### src/rtl/uart_rx_param.sv
// Parametrised asynchronous serial receiver: configurable data width, parity and
// stop bits, with start-bit validation, error flags and a valid/ready output.
module uart_rx_param #(
    parameter int unsigned BAUD_DIV  = 104,
    parameter int unsigned DATA_BITS = 8,
    parameter int unsigned PARITY    = 0,
    parameter int unsigned STOP_BITS = 1
) (
    input  logic                 clk,
    input  logic                 rst,
    input  logic                 rx,
    output logic [DATA_BITS-1:0] data,
    output logic                 valid,
    input  logic                 ready,
    output logic                 frame_err,
    output logic                 parity_err,
    output logic                 break_det,
    output logic                 overrun,
    output logic                 busy
);

    localparam int unsigned CNT_W = (BAUD_DIV > 1) ? $clog2(BAUD_DIV) : 1;
    localparam int unsigned BIT_W = (DATA_BITS > 1) ? $clog2(DATA_BITS) : 1;
    localparam int unsigned HALF  = BAUD_DIV / 2;

    typedef enum logic [2:0] {
        IDLE  = 3'd0,
        START = 3'd1,
        DATA  = 3'd2,
        PAR   = 3'd3,
        STOP1 = 3'd4,
        STOP2 = 3'd5
    } state_t;

    state_t               state;
    logic                 rx_m;
    logic                 rx_s;
    logic [CNT_W-1:0]     cnt;
    logic [BIT_W-1:0]     bit_idx;
    logic [DATA_BITS-1:0] shreg;
    logic                 par_bit_q;
    logic                 par_err_q;
    logic                 stop1_q;

    logic                 bit_tick;
    logic                 finish;
    logic                 stop1_val;
    logic                 fe_val;
    logic                 bd_val;

    // Frame completion happens on the last stop sample; flags are built from the
    // samples collected so far plus the one on the line right now.
    always_comb begin
        bit_tick  = (cnt == CNT_W'(BAUD_DIV - 1));
        finish    = 1'b0;
        stop1_val = rx_s;
        if (state == STOP2) begin
            finish    = bit_tick;
            stop1_val = stop1_q;
        end else if (state == STOP1 && STOP_BITS == 1) begin
            finish = bit_tick;
        end
        fe_val = !rx_s || !stop1_val;
        bd_val = (shreg == '0) && (PARITY == 0 || !par_bit_q) && !stop1_val;
    end

    always_ff @(posedge clk or posedge rst) begin
        if (rst) begin
            rx_m       <= 1'b1;
            rx_s       <= 1'b1;
            state      <= IDLE;
            cnt        <= '0;
            bit_idx    <= '0;
            shreg      <= '0;
            par_bit_q  <= 1'b0;
            par_err_q  <= 1'b0;
            stop1_q    <= 1'b1;
            data       <= '0;
            valid      <= 1'b0;
            frame_err  <= 1'b0;
            parity_err <= 1'b0;
            break_det  <= 1'b0;
            overrun    <= 1'b0;
            busy       <= 1'b0;
        end else begin
            rx_m    <= rx;
            rx_s    <= rx_m;
            overrun <= 1'b0;
            if (valid && ready) valid <= 1'b0;

            case (state)
                IDLE: begin
                    if (!rx_s) begin
                        state <= START;
                        cnt   <= '0;
                        busy  <= 1'b1;
                    end
                end
                START: begin
                    // Mid-bit check rejects glitches shorter than half a bit
                    if (cnt == CNT_W'(HALF - 1)) begin
                        cnt     <= '0;
                        bit_idx <= '0;
                        if (rx_s) begin
                            state <= IDLE;
                            busy  <= 1'b0;
                        end else begin
                            state <= DATA;
                        end
                    end else begin
                        cnt <= cnt + CNT_W'(1);
                    end
                end
                DATA: begin
                    if (bit_tick) begin
                        cnt   <= '0;
                        shreg <= {rx_s, shreg[DATA_BITS-1:1]};
                        if (bit_idx == BIT_W'(DATA_BITS - 1)) begin
                            state <= (PARITY != 0) ? PAR : STOP1;
                        end else begin
                            bit_idx <= bit_idx + BIT_W'(1);
                        end
                    end else begin
                        cnt <= cnt + CNT_W'(1);
                    end
                end
                PAR: begin
                    if (bit_tick) begin
                        cnt       <= '0;
                        par_bit_q <= rx_s;
                        par_err_q <= (PARITY == 1) ? !(^shreg ^ rx_s) : (^shreg ^ rx_s);
                        state     <= STOP1;
                    end else begin
                        cnt <= cnt + CNT_W'(1);
                    end
                end
                STOP1: begin
                    if (bit_tick) begin
                        cnt     <= '0;
                        stop1_q <= rx_s;
                        if (STOP_BITS == 2) begin
                            state <= STOP2;
                        end else begin
                            state <= IDLE;
                            busy  <= 1'b0;
                        end
                    end else begin
                        cnt <= cnt + CNT_W'(1);
                    end
                end
                STOP2: begin
                    if (bit_tick) begin
                        cnt   <= '0;
                        state <= IDLE;
                        busy  <= 1'b0;
                    end else begin
                        cnt <= cnt + CNT_W'(1);
                    end
                end
                default: begin
                    state <= IDLE;
                    busy  <= 1'b0;
                end
            endcase

            // A held word is never overwritten; the new frame is dropped instead
            if (finish) begin
                if (!valid || ready) begin
                    data       <= shreg;
                    frame_err  <= fe_val;
                    parity_err <= (PARITY != 0) && par_err_q;
                    break_det  <= bd_val;
                    valid      <= 1'b1;
                end else begin
                    overrun <= 1'b1;
                end
            end
        end
    end

endmodule

### config.mk
export PLATFORM = sky130hd
export DESIGN_NAME = uart_rx_param
export DESIGN_NICKNAME = d
export VERILOG_FILES = /design/src/rtl/uart_rx_param.sv
export SDC_FILE = /design/constraint.sdc
export NUM_CORES = 1
export LEC_CHECK = 0
export CAP_MARGIN = 20
export CORE_MARGIN = 3
export CORE_UTILIZATION = 40
export CTS_CLUSTER_DIAMETER = 200
export DETAILED_ROUTE_END_ITERATION = 16
export PLACE_DENSITY = 0.57
export SLEW_MARGIN = 5
export SYNTH_ARGS = -nofsm -noshare
export SYNTH_HDL_FRONTEND = slang
export SYNTH_SLANG_ARGS = --single-unit
### constraint.sdc
create_clock -name clk -period 3.03 [get_ports clk]
set_clock_uncertainty 0.1 [all_clocks]
set_input_delay 0.909 -clock clk [delete_from_list [all_inputs] [get_ports clk]]
set_output_delay 0.909 -clock clk [all_outputs]
set_load 0.1 [all_outputs]
==> run_results.csv <==
group,metric,value,unit
setup_path,crit_slowest_cell,"nand4_1",
global_route,grt_util_all_layers,14.0,%
synthesis,async_reset_ff_share,100,%
synthesis,synth_area_leaders,"dfrtp_1 46%, mux2_2 6.7%, mux2_4 6.5%, dfstp_2 4.3%, nand2_1 2.2%",
finish,drive_above_1_share,27.5,%
sta,tightest_slew,0.776,ns
die,core,4410,um^2
sta,setup_viol,0,
clock_network,clock-root-buffer,"clkbuf_8",
sta,min_period,2.37,ns
sta,period_share,78.3,%
synthesis,yosysTopAreaCellShare,46.1,%
synthesis,yosysMostFrequentCell,"dfrtp_1",
synthesis,ys_types,49,
clock_network,cts-resized-gates,0,
synthesis,synth_commonest_cells,"34 x dfrtp_1, 11 x mux2_2, 11 x nand2_1, 11 x nor2_1, 8 x mux2_4",
route,wirelength,3400,um
place,io_buffers,16,
finish,final_nets,185,
clock_network,clk_path_buf_depth,2,
synthesis,muxShareOfSynthArea,14.3,%
power_and_ir_drop,power.leakage,0.983,nW
place,place_inst,223,
finish,post-route-util,47.3,%
power_and_ir_drop,switchingPower,0.190,mW
synthesis,synth_simple_gate_area_share,17.6,%
synthesis,synthFlopType,"dfrtp_1",
setup_path,critical_path_buf_inv_count,1,
place,gp_congestion,0.816,
setup_path,crit_family,"simple AND/OR/NAND/NOR gates",
finish,layoutNonFillerInstCount,230,
power_and_ir_drop,finalPower,0.931,mW
global_route,grt_overflow,0,
synthesis,synth_top_family_by_area,"simple AND/OR/NAND/NOR gates",
setup_path,critical_path_class,"input pin to flip-flop",
synthesis,synth_xor_area_share,0.949,%
sta,rsz0062_at_grt,"no",
global_route,grt_pass1_wl,5870,um
route,vias,1274,
setup_path,cp_max_fo,11,
power_and_ir_drop,intPower,0.741,mW
power_and_ir_drop,power_density,446,nW/um^2
min_path,hp-class,"flip-flop to flip-flop",
route,ant_nets,0,
setup_path,arrival,2.45,ns
synthesis,syn_area_per_cell,11.2,um^2
route,routedWlPerCell,14.8,um
clock_network,cts-htree-levels,2,
route,viasPerCell,5.54,
finish,area_delta_synth_final,13.0,%
job,maxCapViolCount,0,
finish,n_antenna_cell,0,
setup_path,cp.required,3.10,ns
die,dieArea,5470,um^2
synthesis,seq_area_frac_synth,50.3,%
setup_path,max_stage_delay,0.48,ns
setup_path,cp-start-kind,"input pin",
synthesis,synth-compound-area-share,10.5,%
synthesis,synth_top_cell_by_area,"dfrtp_1",
synthesis,ys_seq_elements,37,
clock_network,clk_latency,0.29,ns
die,initial_core_util,41.8,%
outcome,outcome,"completed",
synthesis,synth_edf_count,0,
sta,relSlewSlack,47.5,%
synthesis,synthCells,165,
power_and_ir_drop,pwr-share-clk,44.2,%
sta,hold_violations,0,
finish,n_fill_cell,401,
global_route,grt_max_degree,38,
place,dpl.hpwl,2310,um
route,drt-pass1-iter-count,4,
clock_network,cts_tree,"done",
synthesis,syn_nets,172,
synthesis,yosys.area_share.adder,2.03,%
die,die_height,73.9,um
clock_network,postCtsSetupRepairBufs,0,
synthesis,ys_warn_count,0,
power_and_ir_drop,pwr-share-seq,53.5,%
sta,finalMaxSlewViolations,0,
die,fp-row-count,24,
die,die_w,73.9,um
route,drcViolationCount,0,
synthesis,syn_area,1850,um^2
clock_network,cts_sinks,37,
setup_path,crit_path_end_kind,"flip-flop",
sta,timing.fmax,421,MHz
setup_path,crit_chain,"clkdlybuf4s50_1 -> nand2b_1 -> nand4_1 -> mux2_2",
power_and_ir_drop,ir_worst_vdd,237,uV
route,drt_iter0_drc,59,
power_and_ir_drop,combPwrFrac,2.3,%
sta,setup-tns-final,0,ns
global_route,grt_pass1_vias,1215,
setup_path,rrSetupSlack,0.74,ns
power_and_ir_drop,p_sw_share,20.4,%
clock_network,path_clk_slew,0.07,ns
clock_network,holdBufCountCts,0,
global_route,antenna_found_initial,0,
clock_network,cts_made_buffers,5,
die,boundaryPins,18,
==> metrics by stage <==
step	cell area (um^2)	setup slack, ns	hold WS, ns
finish	2090	0.656	0.262
global route	2090	0.482	0.267
CTS	2090	0.637	0.265
detailed placement	1980	0.329	0.249
global placement	1980	0.382	0.245
floorplan	1850	1.02	0.245
==> cell families after synthesis <==
logic type	Yosys count
AO/OA/AOI/OAI	28
AND/OR/NAND/NOR	59
multiplexers	21
other	1
flip-flops	37
adder cells (fa/ha/maj)	3
XOR/XNOR	2
buffers and inverters	14
==> worst reg2reg max path, delay by kind of cell (launching register included) <==
family / cells / cell delay, ns
simple gates: 3 / 1.03
flops: 1 / 0.39
fa+ha+maj: 1 / 0.28
mux: 1 / 0.38
==> state kept, by name (all words and copies together) (netlist names) <==
name	cells
frame_err	1
valid	1
break_det	1
busy	1
bit_idx	3
data	8
shreg	8
rx_m	1
stop1_q	1
overrun	1
state	3
rx_s	1
cnt	7
==> power groups by stage <==
stage	sequential (mW)	combinational [mW]	clock [mW]
after floorplan	0.506	0.0172	0
after global placement	0.508	0.0222	0
after detailed placement	0.508	0.0226	0
after CTS	0.498	0.0227	0.420
after global routing	0.498	0.0251	0.441
final	0.498	0.0215	0.411
==> placed cells by master, fill, tap and decap left out, types with 3 or more instances in the layout <==
| cell type | n |
|---|---|
| dfrtp_1 | 34 |
| buf_4 | 14 |
| mux2_2 | 11 |
| nand2_1 | 11 |
| nor2_1 | 11 |
| mux2_4 | 8 |
| o21ai_0 | 7 |
| a21oi_1 | 6 |
| nand3_1 | 6 |
| nor3_1 | 6 |
| clkbuf_8 | 5 |
| nor4_1 | 4 |
| nor2b_1 | 3 |
| inv_1 | 3 |
| ha_1 | 3 |
| clkdlybuf4s50_1 | 3 |
| dfstp_2 | 3 |
==> worst paths after layout <==
check	from	depth (start not counted)	to
setup / recovery	ready	4	data[6]
hold / removal	rx_m	0	rx_s
setup reg to reg	cnt[0]	5	shreg[5]
hold reg to reg	rx_m	0	rx_s
max in group asynchronous	rst	3	rx_s
min in group asynchronous	rst	3	valid
==> routing by layer <==
layer  track usage [%]  part of all wire [%]  wire (um)
met5                 0                     0          0
met4              4.83                  0.68         23
met3              5.00                   3.6        124
met2              20.2                    45       1530
met1              19.6                    51       1720
==> final cells by class <==
type	count	area (um^2)	area share, %
multi-input cells	114	842	40.3
well taps	52	65.1	3.12
flip-flops and latches	37	930	44.5
clock buffers	5	68.8	3.30
inverters	3	11.3	0.540
clock inverters	2	35.0	1.68
repair buffers	17	135	6.47
Power figures use the tool's default switching activity.
